`config.mk`:
```
export PLATFORM = sky130hd
export DESIGN_NAME = bcd_counter_nd_flat
export DESIGN_NICKNAME = d
export VERILOG_FILES = /design/src/rtl/bcd_counter_nd_if.sv /design/src/rtl/bcd_counter_nd.sv /design/src/flat_wrapper.sv
export SDC_FILE = /design/constraint.sdc
export NUM_CORES = 1
export LEC_CHECK = 0
export CORE_AREA = 5 5 69 71
export DETAILED_ROUTE_END_ITERATION = 6
export DIE_AREA = 0 0 74 76
export MAX_ROUTING_LAYER = met4
export PLACE_DENSITY = 0.68
export REMOVE_ABC_BUFFERS = 1
export SETUP_SLACK_MARGIN = 0.15
export SLEW_MARGIN = 20
export SYNTH_ARGS = -nofsm -noshare
export SYNTH_HDL_FRONTEND = slang
export SYNTH_SLANG_ARGS = --single-unit
```
`constraint.sdc`:
```
create_clock -name clk -period 2.5 [get_ports clk]
set_input_delay 0.25 -clock clk [delete_from_list [all_inputs] [get_ports clk]]
set_output_delay 0.25 -clock clk [all_outputs]
set_load 0.01 [all_outputs]
```
`src/rtl/bcd_counter_nd_if.sv`:
```
// bcd_counter_nd_if
//   Groups the control, load and status signals of the N-digit BCD counter.
//   Clock and reset stay plain ports on the counter itself.
//
//   Signal semantics: there is no handshake. Every control input is a level
//   that is sampled on each rising clk edge. count and load_err are
//   registered outputs. tc is combinational from en, up and count.
//
//   Ports (parameter DIGITS sets din/count width to 4*DIGITS):
//     en        count enable
//     up        direction, 1 = increment, 0 = decrement
//     load      synchronous parallel load
//     din       packed BCD load value, digit 0 in bits [3:0]
//     count     registered packed BCD count
//     tc        terminal count, feeds the en of the next cascaded counter
//     load_err  registered load-clamp flag
//   Modports: master drives the controls, slave is the counter.
interface bcd_counter_nd_if #(
    parameter int DIGITS = 4
);
    logic                  en;
    logic                  up;
    logic                  load;
    logic [4*DIGITS-1:0]   din;
    logic [4*DIGITS-1:0]   count;
    logic                  tc;
    logic                  load_err;

    modport master (
        output en, up, load, din,
        input  count, tc, load_err
    );

    modport slave (
        input  en, up, load, din,
        output count, tc, load_err
    );
endinterface

```
`src/rtl/bcd_counter_nd.sv`:
```
// bcd_counter_nd
//   Parametrised N-digit synchronous BCD up/down counter with clock enable,
//   parallel load and a terminal-count output for cascading. All digits
//   share the one clock, so there is no ripple clocking between digits.
//
//   Optional feature macro: BCD_LOAD_CHECK_EN
//     defined   : on load, any din nibble above 9 is clamped to 9, and
//                 load_err records whether any clamp happened. load_err
//                 holds until the next load or reset.
//     undefined : din loads verbatim and load_err is tied to 0.
//
//   Ports:
//     clk    rising-edge clock
//     reset  synchronous, active-high; count <= INIT, load_err <= 0
//     bus    bcd_counter_nd_if.slave (en, up, load, din, count, tc, load_err)
//
//   Priority on each edge: reset > load > en > hold.
module bcd_counter_nd #(
    parameter int                  DIGITS = 4,
    parameter logic [4*DIGITS-1:0] INIT   = '0
) (
    input  logic              clk,
    input  logic              reset,
    bcd_counter_nd_if.slave   bus
);

    localparam int W = 4 * DIGITS;

    logic [W-1:0]    count_q;
    logic [W-1:0]    inc_val;
    logic [W-1:0]    dec_val;
    logic [W-1:0]    load_val;

    // carry[k] is high when every digit below k is 9, so digit k steps on an
    // increment. borrow[k] is the same for all-zero digits on a decrement.
    // A non-BCD nibble is neither 9 nor 0, so it stops both chains.
    logic [DIGITS:0] carry;
    logic [DIGITS:0] borrow;

    assign carry[0]  = 1'b1;
    assign borrow[0] = 1'b1;

    for (genvar k = 0; k < DIGITS; k++) begin : g_digit
        logic [3:0] d;
        assign d = count_q[4*k +: 4];

        assign carry[k+1]  = carry[k]  & (d == 4'd9);
        assign borrow[k+1] = borrow[k] & (d == 4'd0);

        // A digit at 9 receiving a carry rolls to 0. Any other value steps
        // by one modulo 16, so a loaded A-F advances until it wraps to 0.
        always_comb begin
            inc_val[4*k +: 4] = d;
            if (carry[k]) begin
                if (d == 4'd9) inc_val[4*k +: 4] = 4'd0;
                else           inc_val[4*k +: 4] = d + 4'd1;
            end
        end

        // A digit at 0 receiving a borrow rolls to 9. Others step down by
        // one, so a loaded A-F walks down through the binary range.
        always_comb begin
            dec_val[4*k +: 4] = d;
            if (borrow[k]) begin
                if (d == 4'd0) dec_val[4*k +: 4] = 4'd9;
                else           dec_val[4*k +: 4] = d - 4'd1;
            end
        end
    end

`ifdef BCD_LOAD_CHECK_EN
    logic [DIGITS-1:0] nib_bad;
    logic              load_err_q;

    for (genvar k = 0; k < DIGITS; k++) begin : g_clamp
        assign nib_bad[k]         = (bus.din[4*k +: 4] > 4'd9);
        assign load_val[4*k +: 4] = nib_bad[k] ? 4'd9 : bus.din[4*k +: 4];
    end

    always_ff @(posedge clk) begin
        if (reset) begin
            load_err_q <= 1'b0;
        end else if (bus.load) begin
            load_err_q <= |nib_bad;
        end
    end

    assign bus.load_err = load_err_q;
`else
    assign load_val     = bus.din;
    assign bus.load_err = 1'b0;
`endif

    always_ff @(posedge clk) begin
        if (reset) begin
            count_q <= INIT;
        end else if (bus.load) begin
            count_q <= load_val;
        end else if (bus.en) begin
            count_q <= bus.up ? inc_val : dec_val;
        end
    end

    assign bus.count = count_q;

    // High in the cycle before the wrap edge. Deliberately not gated by load
    // or reset so a cascade sees a pure function of en, up and count.
    assign bus.tc = bus.en & ((bus.up & carry[DIGITS]) | (~bus.up & borrow[DIGITS]));

endmodule

```
`src/flat_wrapper.sv`:
```
// flat-port wrapper written by rule: the top's interface ports become plain ports
module bcd_counter_nd_flat 
#(
    parameter int                  DIGITS = 4,
    parameter logic [4*DIGITS-1:0] INIT   = '0
)
  (clk, reset, bus_en, bus_up, bus_load, bus_din, bus_count, bus_tc, bus_load_err);
  bcd_counter_nd_if #(.DIGITS(DIGITS)) bus_i ();
  input  logic clk;
  input  logic reset;
  input wire logic [$bits(bus_i.en)-1:0] bus_en;
  input wire logic [$bits(bus_i.up)-1:0] bus_up;
  input wire logic [$bits(bus_i.load)-1:0] bus_load;
  input wire logic [$bits(bus_i.din)-1:0] bus_din;
  output wire logic [$bits(bus_i.count)-1:0] bus_count;
  output wire logic [$bits(bus_i.tc)-1:0] bus_tc;
  output wire logic [$bits(bus_i.load_err)-1:0] bus_load_err;
  assign bus_i.en = bus_en;
  assign bus_i.up = bus_up;
  assign bus_i.load = bus_load;
  assign bus_i.din = bus_din;
  assign bus_count = bus_i.count;
  assign bus_tc = bus_i.tc;
  assign bus_load_err = bus_i.load_err;
  bcd_counter_nd #(.DIGITS(DIGITS), .INIT(INIT)) u_core (.clk(clk), .reset(reset), .bus(bus_i));
endmodule
```
# ---- After elaboration in Yosys (flattened, before gate mapping)
# Cells that the tools add are included.
# Widths: inputs -> output; s select.
dict set report totals {
  output_inout_bits 18
  register_bits 16
  wordCells 58
  inputBits 21
}
dict set report op_classes {
  n_eq_ne 7
  bitwise_logic 11
  n_addsub 8
  n_reduce_logical 11
  n_mux 17
}
# operator count
set op_table {}
lappend op_table {{$mux 4} 14}
lappend op_table {{$mux 16} 3}
lappend op_table {{$add 4x1->4 const B} 4}
lappend op_table {{$eq 4x4->1 const B} 4}
lappend op_table {{$logic_not 4->1} 4}
lappend op_table {{$sub 4x1->4 const B} 4}
lappend op_table {{$and 1x1->1} 9}
lappend op_table {{$ne 3x1->1 const B} 3}
lappend op_table {{$reduce_and 3->1} 3}
lappend op_table {{$reduce_bool 3->1} 3}
lappend op_table {{$reduce_bool 2->1} 1}
lappend op_table {{$not 1->1} 1}
lappend op_table {{$or 1x1->1} 1}

# ---- Depth between registers and ports, before layout
# Gate-level depths: netlist (run 1).
dict set report logic_depth {
  ltp_word 7
  mapped_depth 7
  mapped_depth_nobuf 5
}

# ---- Least setup slack after synthesis (run 1)
# OpenSTA, ideal clock, no wires.
dict set report synth_path {
  kind {register -> output}
  start {reg u_core.count_q[8], in the netlist u_core.bus.count[8]}
  end {out bus_tc}
  setup_slack_ps 432
  n_path_buf 1
  t_required_ps 2250
  path_stages_with_launch 6
  arrival_ps 1818
  path_cell_list {dfxtp_1 -> buf_6 -> or3b_4 -> nor4_4 -> nand3_1 -> a2111oi_2}
}
dict set report synth_between {
  elab_chain_len 6
  word_cells_on_any_way 10
  cone_classes {eq/ne: 1; bitwise: 8; reduce/logical: 1}
}
# item line
set synth_lines {}
lappend synth_lines {{start: declaration} bcd_counter_nd.sv:29} ;# logic [W-1:0] count_q;
lappend synth_lines {{start signal: assignment} bcd_counter_nd.sv:98} ;# count_q <= load_val;
lappend synth_lines {{start signal: assignment} bcd_counter_nd.sv:100} ;# count_q <= bus.up ? inc_val : dec_val;
lappend synth_lines {{$eq 4x4->1 / $logic_not 4->1 (equally long branches)} {bcd_counter_nd.sv:47, bcd_counter_nd.sv:48}}
lappend synth_lines {{$and 1x1->1 (on tied branches) (2 in a row)} {bcd_counter_nd.sv:47, bcd_counter_nd.sv:48}}
lappend synth_lines {{$and 1x1->1} bcd_counter_nd.sv:108} ;# assign bus.tc = bus.en & ((bus.up & carry[DIGITS]) | (~bus.up & borrow[DIGITS]));
lappend synth_lines {{$or 1x1->1 *} bcd_counter_nd.sv:108}
lappend synth_lines {{$and 1x1->1 *} bcd_counter_nd.sv:108}
lappend synth_lines {{end: declaration} flat_wrapper.sv:16} ;# output wire logic [$bits(bus_i.tc)-1:0] bus_tc;
# Every way passes the cells marked *; elsewhere a longest branch is shown, timed or not.

# ---- Worst setup path after layout (run 1)
dict set report layout_path {
  start {in bus_up}
  end {out bus_tc}
}
dict set report layout_between {
  elab_chain_len 4
  word_cells_on_any_way 5
  cone_classes {bitwise: 5}
}
# item line
set layout_lines {}
lappend layout_lines {{start: declaration} flat_wrapper.sv:12} ;# input wire logic [$bits(bus_i.up)-1:0] bus_up;
lappend layout_lines {{$not 1->1} bcd_counter_nd.sv:108}
lappend layout_lines {{$and 1x1->1} bcd_counter_nd.sv:108}
lappend layout_lines {{$or 1x1->1 *} bcd_counter_nd.sv:108}
lappend layout_lines {{$and 1x1->1 *} bcd_counter_nd.sv:108}
# Marks and branches as above.

==> flow_summary_export.csv, run 1 <==
group,metric,value,unit
power_and_ir_drop,power.total,0.000836,W
finish,top_regs,"u_core.bus.count (16)",
logic_synthesis,synth_ff_type,"dfxtp_1",
clock_tree,cts-root-buf,"clkbuf_8",
place,routabilityCongestion,0.804,
power_and_ir_drop,p_leak,0.760,nW
finish,stdcell_count,289,
finish,largest_reg_flops,16,
power_and_ir_drop,power.density,414,mW/mm2
sta,rsz0062_at_grt,"false",
logic_synthesis,synth_edf_count,0,
grt,grt_max_degree,20,
critical_path,start_kind,"input pin",
logic_synthesis,synth_top_area_share,21.9,%
sta,min_period_over_period,89.0,%
finish,final_cell_mix,"clkdlybuf4s50_1, buf_4, nor2_1, dfxtp_1, nand2_1",
logic_synthesis,yosys-top-cells-area,"dfxtp_1, nor2_1, a21oi_1",
finish,layout_commonest_cell,"clkdlybuf4s50_1",
detailed_routing,routed-via-count,1568,
sta,setup_viol,0,
clock_tree,clk_pin_slew_worst_paths,0.06,ns
detailed_routing,dr.pass1.iters,4,
logic_synthesis,async_flop_share,0,%
floorplan,core_area,0.00417,mm2
clock_tree,cts.sinks,16,
detailed_routing,drtIter0Drc,76,
sta,fin_skew,0.00252,ns
critical_path,end_kind,"output port",
logic_synthesis,yosysSeqAreaShare,21.9,%
logic_synthesis,syn_area,0.00146,mm2
logic_synthesis,yosysWarnings,0,
detailed_routing,wl_per_cell,13.9,um
clock_tree,htreeDepth,1,
critical_path,crit_type,"input pin to output port",
floorplan,design.die.area,0.00562,mm2
clock_tree,cts_inserted_buffers,3,
grt,antenna_found_initial,0,
critical_path,crit_arrival,1.97,ns
critical_path,required,2.25,ns
detailed_routing,ant_nets,0,
worst_hold_path,hold_class,"input pin to register",
critical_path,path_max_fanout,3,
finish,final_layout_size_suffix_gt1_share,16.9,%
status,status,"completed",
floorplan,io_pins,39,
floorplan,rows,24,
finish,areaGrowthSynthToFinish,38.0,%
finish,n_antenna_cell,0,
floorplan,fp.dieH,76,um
grt,grt_pass1_vias,1442,
sta,slew_viol_final,0,
sta,period_minus_slack,2.22,ns
clock_tree,cts_tree,"yes",
logic_synthesis,synth.distinct_cells,53,
grt,grt_overflow,0,
place,place_ws,-0.109,ns
sta,timing.final.hold_violations,0,
power_and_ir_drop,peakVddDrop,0.196,mV
sta,whs,0.558,ns
place,portBuffers,37,
place,hpwl,3010,um
logic_synthesis,synth_cells,199,
finish,largest-register,"u_core.bus.count",
logic_synthesis,syn_avg_cell_area,7.35,um2
floorplan,start_util,35.0,%
sta,fin_ws,0.276,ns
clock_tree,clk_path_buf_depth,2,
clock_tree,clk_latency,0.25,ns
detailed_routing,vias_per_cell,5.43,
sta,max_freq,450,MHz
logic_synthesis,yosys.area.top_type,"dfxtp_1",
detailed_routing,wirelength,4020,um
sta,tns,0,ns
grt,grtUsageTotal,15.1,%
finish,nets,259,
grt,grt_pass1_wl,6630,um
logic_synthesis,synth_seq_cells,16,
place,dpl.cell_count,284,
floorplan,die_w,74,um
job,maxCapViolCount,0,
detailed_routing,remaining_drc_errors,0,
finish,fillCellCount,430,
-- report_power, final --
part           internal [W]  total [W]  leakage [nW]  switching (W)
clock network      0.000140   0.000233        0.0288      0.0000927
registers          0.000275   0.000302         0.133      0.0000274
logic              0.000160   0.000302         0.599       0.000141
-- worst paths after layout --
check / start / end / slack, ns / cells past startpoint
worst max-delay path: bus_up / bus_tc / 0.28 / 7
worst min-delay path: bus_din[0] / u_core.bus.count[0]$_SDFFE_PP0P_ / 0.56 / 3
worst max register to register: u_core.bus.count[1]$_SDFFE_PP0P_ / u_core.bus.count[11]$_SDFFE_PP0P_ / 0.68 / 6
worst min register to register: u_core.bus.count[6]$_SDFFE_PP0P_ / u_core.bus.count[6]$_SDFFE_PP0P_ / 0.67 / 3
-- kinds of logic after synthesis --
| family | count (synthesis) | synth area share (%) |
|---|---|---|
| AOI/OAI and AO/OA | 56 | 27.2 |
| xor gates and xnor gates | 8 | 4.79 |
| buffers and inverters | 32 | 9.92 |
| DFF | 16 | 21.9 |
| muxes | 5 | 3.42 |
| other | 1 | 0.256 |
| and+or+nand+nor | 81 | 32.5 |
-- through the flow --
step,instance area [um2],utilization [%]
finish,2020,48.4
global route,2020,48.4
CTS,1990,47.7
detailed placement,1930,46.3
global placement,1930,46.3
floorplan,1350,-
-- per-layer routing --
metal	vias up	part of all wire (%)	GRT usage [%]	wire length (um)
li1	803	-	-	-
met1	722	46	19.9	1860
met2	38	48	22.9	1930
met3	5	4.1	2.37	164
met4	0	1.5	5.62	61
met5	-	0	-	0
-- layout make-up --
type | count | area, um2 | area share, %
clock buffer | 4 | 55.1 | 2.73
inverter | 8 | 30.0 | 1.49
multi-input combinational | 151 | 1020 | 50.8
sequential | 16 | 320 | 15.9
tap | 52 | 65.1 | 3.22
timing repair buffer | 58 | 523 | 25.9
-- worst max-delay path, stage by stage --
cell             delay [ns]
clkdlybuf4s50_1        0.47
buf_4                  0.17
nor4_4                 0.14
and4b_2                0.30
nand2_1                0.11
a2111oi_4              0.36
buf_2                  0.18
-- synth_stat cells, types with 3 or more instances --
cell and number:
and2_1 4, a211oi_1 4, mux2i_1 5, nand2_1 12
xnor2_1 5, o211ai_1 5, clkbuf_1 13, nand3b_1 4
a21oi_1 11, or3_1 4, o21ai_0 10, nor2_1 18
a311oi_1 3, xor2_1 3, buf_2 5, dfxtp_1 16
nand3_1 8, inv_1 7, nand4_1 5, nor3_1 7
o221ai_1 3, o21ai_1 3, nor2b_1 3, buf_1 3
-- repair_timing --
item                       CTS  global route
resized for setup            3             5
setup buffers                0             1
pin swaps                    1             1
setup endpoints to repair    1             1
hold buffers                 0             0
Power figures use the tool's default switching activity.
==> run 2: changes to the inputs <==
REMOVE_ABC_BUFFERS = unset   (was 1)
==> run 2 against run 1 <==
Clock-buffer cell count unchanged. Power shrank 0.58%. Via count up 1.8%.
==> flow_summary_export.csv, run 2 (same netlist as run 1, synthesis figures left out) <==
group,metric,value,unit
status,status,"completed",
finish,n_antenna_cell,0,
critical_path,slowest_delay,0.36,ns
floorplan,io_pins,39,
worst_hold_path,hold_class,"input pin to register",
power_and_ir_drop,power.density,417,mW/mm2
floorplan,core_area,0.00417,mm2
worst_hold_path,hp-start,"bus_din[0]",
clock_tree,clk_path_buf_depth,2,
critical_path,crit_type,"register to output port",
detailed_routing,routed-via-count,1596,
place,hpwl,2990,um
detailed_routing,wl_per_cell,14.0,um
critical_path,cp.buffers_inverters,2,
detailed_routing,ant_nets,0,
grt,grt_overflow,0,
sta,max_freq,454,MHz
finish,fillCellCount,444,
sta,slew_viol_final,0,
clock_tree,cts.sinks,16,
detailed_routing,remaining_drc_errors,0,
detailed_routing,vias_per_cell,5.52,
floorplan,start_util,35.0,%
clock_tree,cts-root-buf,"clkbuf_8",
grt,grt_pass1_wl,6970,um
floorplan,die_w,74,um
sta,rsz0062_at_grt,"false",
finish,largest_reg_flops,16,
clock_tree,cts_setup_buffers,0,
finish,top_regs,"u_core.bus.count (16)",
critical_path,end_kind,"output port",
finish,areaGrowthSynthToFinish,36.4,%
finish,nets,259,
grt,antenna_found_initial,0,
power_and_ir_drop,peakVddDrop,0.238,mV
clock_tree,cts_tree,"yes",
critical_path,required,2.25,ns
critical_path,start_kind,"register",
finish,largest-register,"u_core.bus.count",
place,routabilityCongestion,0.863,
sta,tns,0,ns
detailed_routing,wirelength,4060,um
grt,grt_pass1_vias,1477,
floorplan,design.die.area,0.00562,mm2
finish,final_layout_size_suffix_gt1_share,16.5,%
detailed_routing,drtIter0Drc,175,
job,maxCapViolCount,0,
critical_path,cp_top_family,"simple AND/OR/NAND/NOR gates",
sta,min_period_over_period,88.2,%
floorplan,rows,24,
critical_path,crit_arrival,1.96,ns
finish,layout_commonest_cell,"clkdlybuf4s50_1",
critical_path,worstSetupStartpoint,"u_core.bus.count[10]$_SDFFE_PP0P_",
sta,fin_skew,0.00248,ns
critical_path,path_max_fanout,9,
logic_synthesis,syn-num-nets,220,
place,portBuffers,37,
grt,grtUsageTotal,15.4,%
grt,grt_max_degree,30,
finish,final_cell_mix,"clkdlybuf4s50_1, buf_4, nor2_1, dfxtp_1, nand2_1",
clock_tree,clk_pin_slew_worst_paths,0.07,ns
sta,period_minus_slack,2.21,ns
power_and_ir_drop,p_leak,0.760,nW
clock_tree,cts_inserted_buffers,3,
clock_tree,clk_latency,0.25,ns
critical_path,r2r_start,"u_core.bus.count[1]$_SDFFE_PP0P_",
finish,design_area,0.00200,mm2
place,postPlaceCellArea,0.00194,mm2
clock_tree,htreeDepth,1,
sta,setup_viol,0,
critical_path,crit_chain,"buf_4 > or3_4 > and4b_1 > nand2_1 > a2111oi_2 > buf_2",
critical_path,crit_slowest_cell,"a2111oi_2",
floorplan,fp.dieH,76,um
detailed_routing,dr.pass1.iters,4,
sta,timing.final.hold_violations,0,
-- run 2: what timing repair did --
action                     in CTS  in global routing
hold buffers                    0                  0
setup endpoints to repair       1                  1
pin swaps                       1                  0
resized for setup               3                  2
-- run 2: worst register-to-register path: stages (launching register included) --
cell      delay (ns)
dfxtp_1         0.31
buf_4           0.16
or3b_1          0.43
or3_4           0.37
nand2_2         0.12
mux2i_1         0.20
a211oi_1        0.08
-- run 2: routing by layer --
layer | vias up | part of all wire (%) | wire, um | global-route usage (%)
met4 | 0 | 0.44 | 18 | 2.17
li1 | 800 | - | - | -
met2 | 47 | 48 | 1970 | 24.4
met3 | 2 | 6.5 | 263 | 4.22
met1 | 747 | 45 | 1810 | 20.0
met5 | - | 0 | 0 | -
-- run 2: path summary, 6_finish.rpt --
check	to	slack, ns	depth (start not counted)
hold / removal	u_core.bus.count[0]$_SDFFE_PP0P_	0.56	3
setup reg to reg	u_core.bus.count[11]$_SDFFE_PP0P_	0.70	6
hold reg to reg	u_core.bus.count[6]$_SDFFE_PP0P_	0.65	3
setup / recovery	bus_tc	0.29	6
-- run 2: layout make-up --
type	instances	area [um2]	share of cell area (%)
Clock buffer	4	55.1	2.76
Sequential cell	16	320	16.1
Timing Repair Buffer	58	523	26.2
Tap cell	52	65.1	3.26
Multi-Input combinational cell	151	1000	50.2
Inverter	8	30.0	1.50
-- run 2: report_power, final --
part / total (W) / switching, W / internal, W
registers: 0.000296 / 0.0000211 / 0.000275
clock network: 0.000230 / 0.0000905 / 0.000140
logic: 0.000306 / 0.000145 / 0.000160
-- run 2: stage by stage --
stage,utilization [%],setup WS (ns),hold slack (ns),power (W),cells
2_1_floorplan,-,0.432,0.395,0.000481,199
3_3_place_gp,46.5,-0.0385,0.641,0.000603,285
3_5_place_dp,46.5,-0.0788,0.648,0.000605,285
4_1_cts,47.8,0.163,0.563,0.000838,289
5_1_grt,47.8,0.176,0.581,0.000888,289
6_report,47.8,0.295,0.562,0.000831,289
==> run 3: changes to the inputs <==
CTS_BUF_LIST = sky130_fd_sc_hd__clkbuf_8   (was unset)
==> results of run 3 <==
The final DEF is identical to that of run 2; final timing and power are the same.
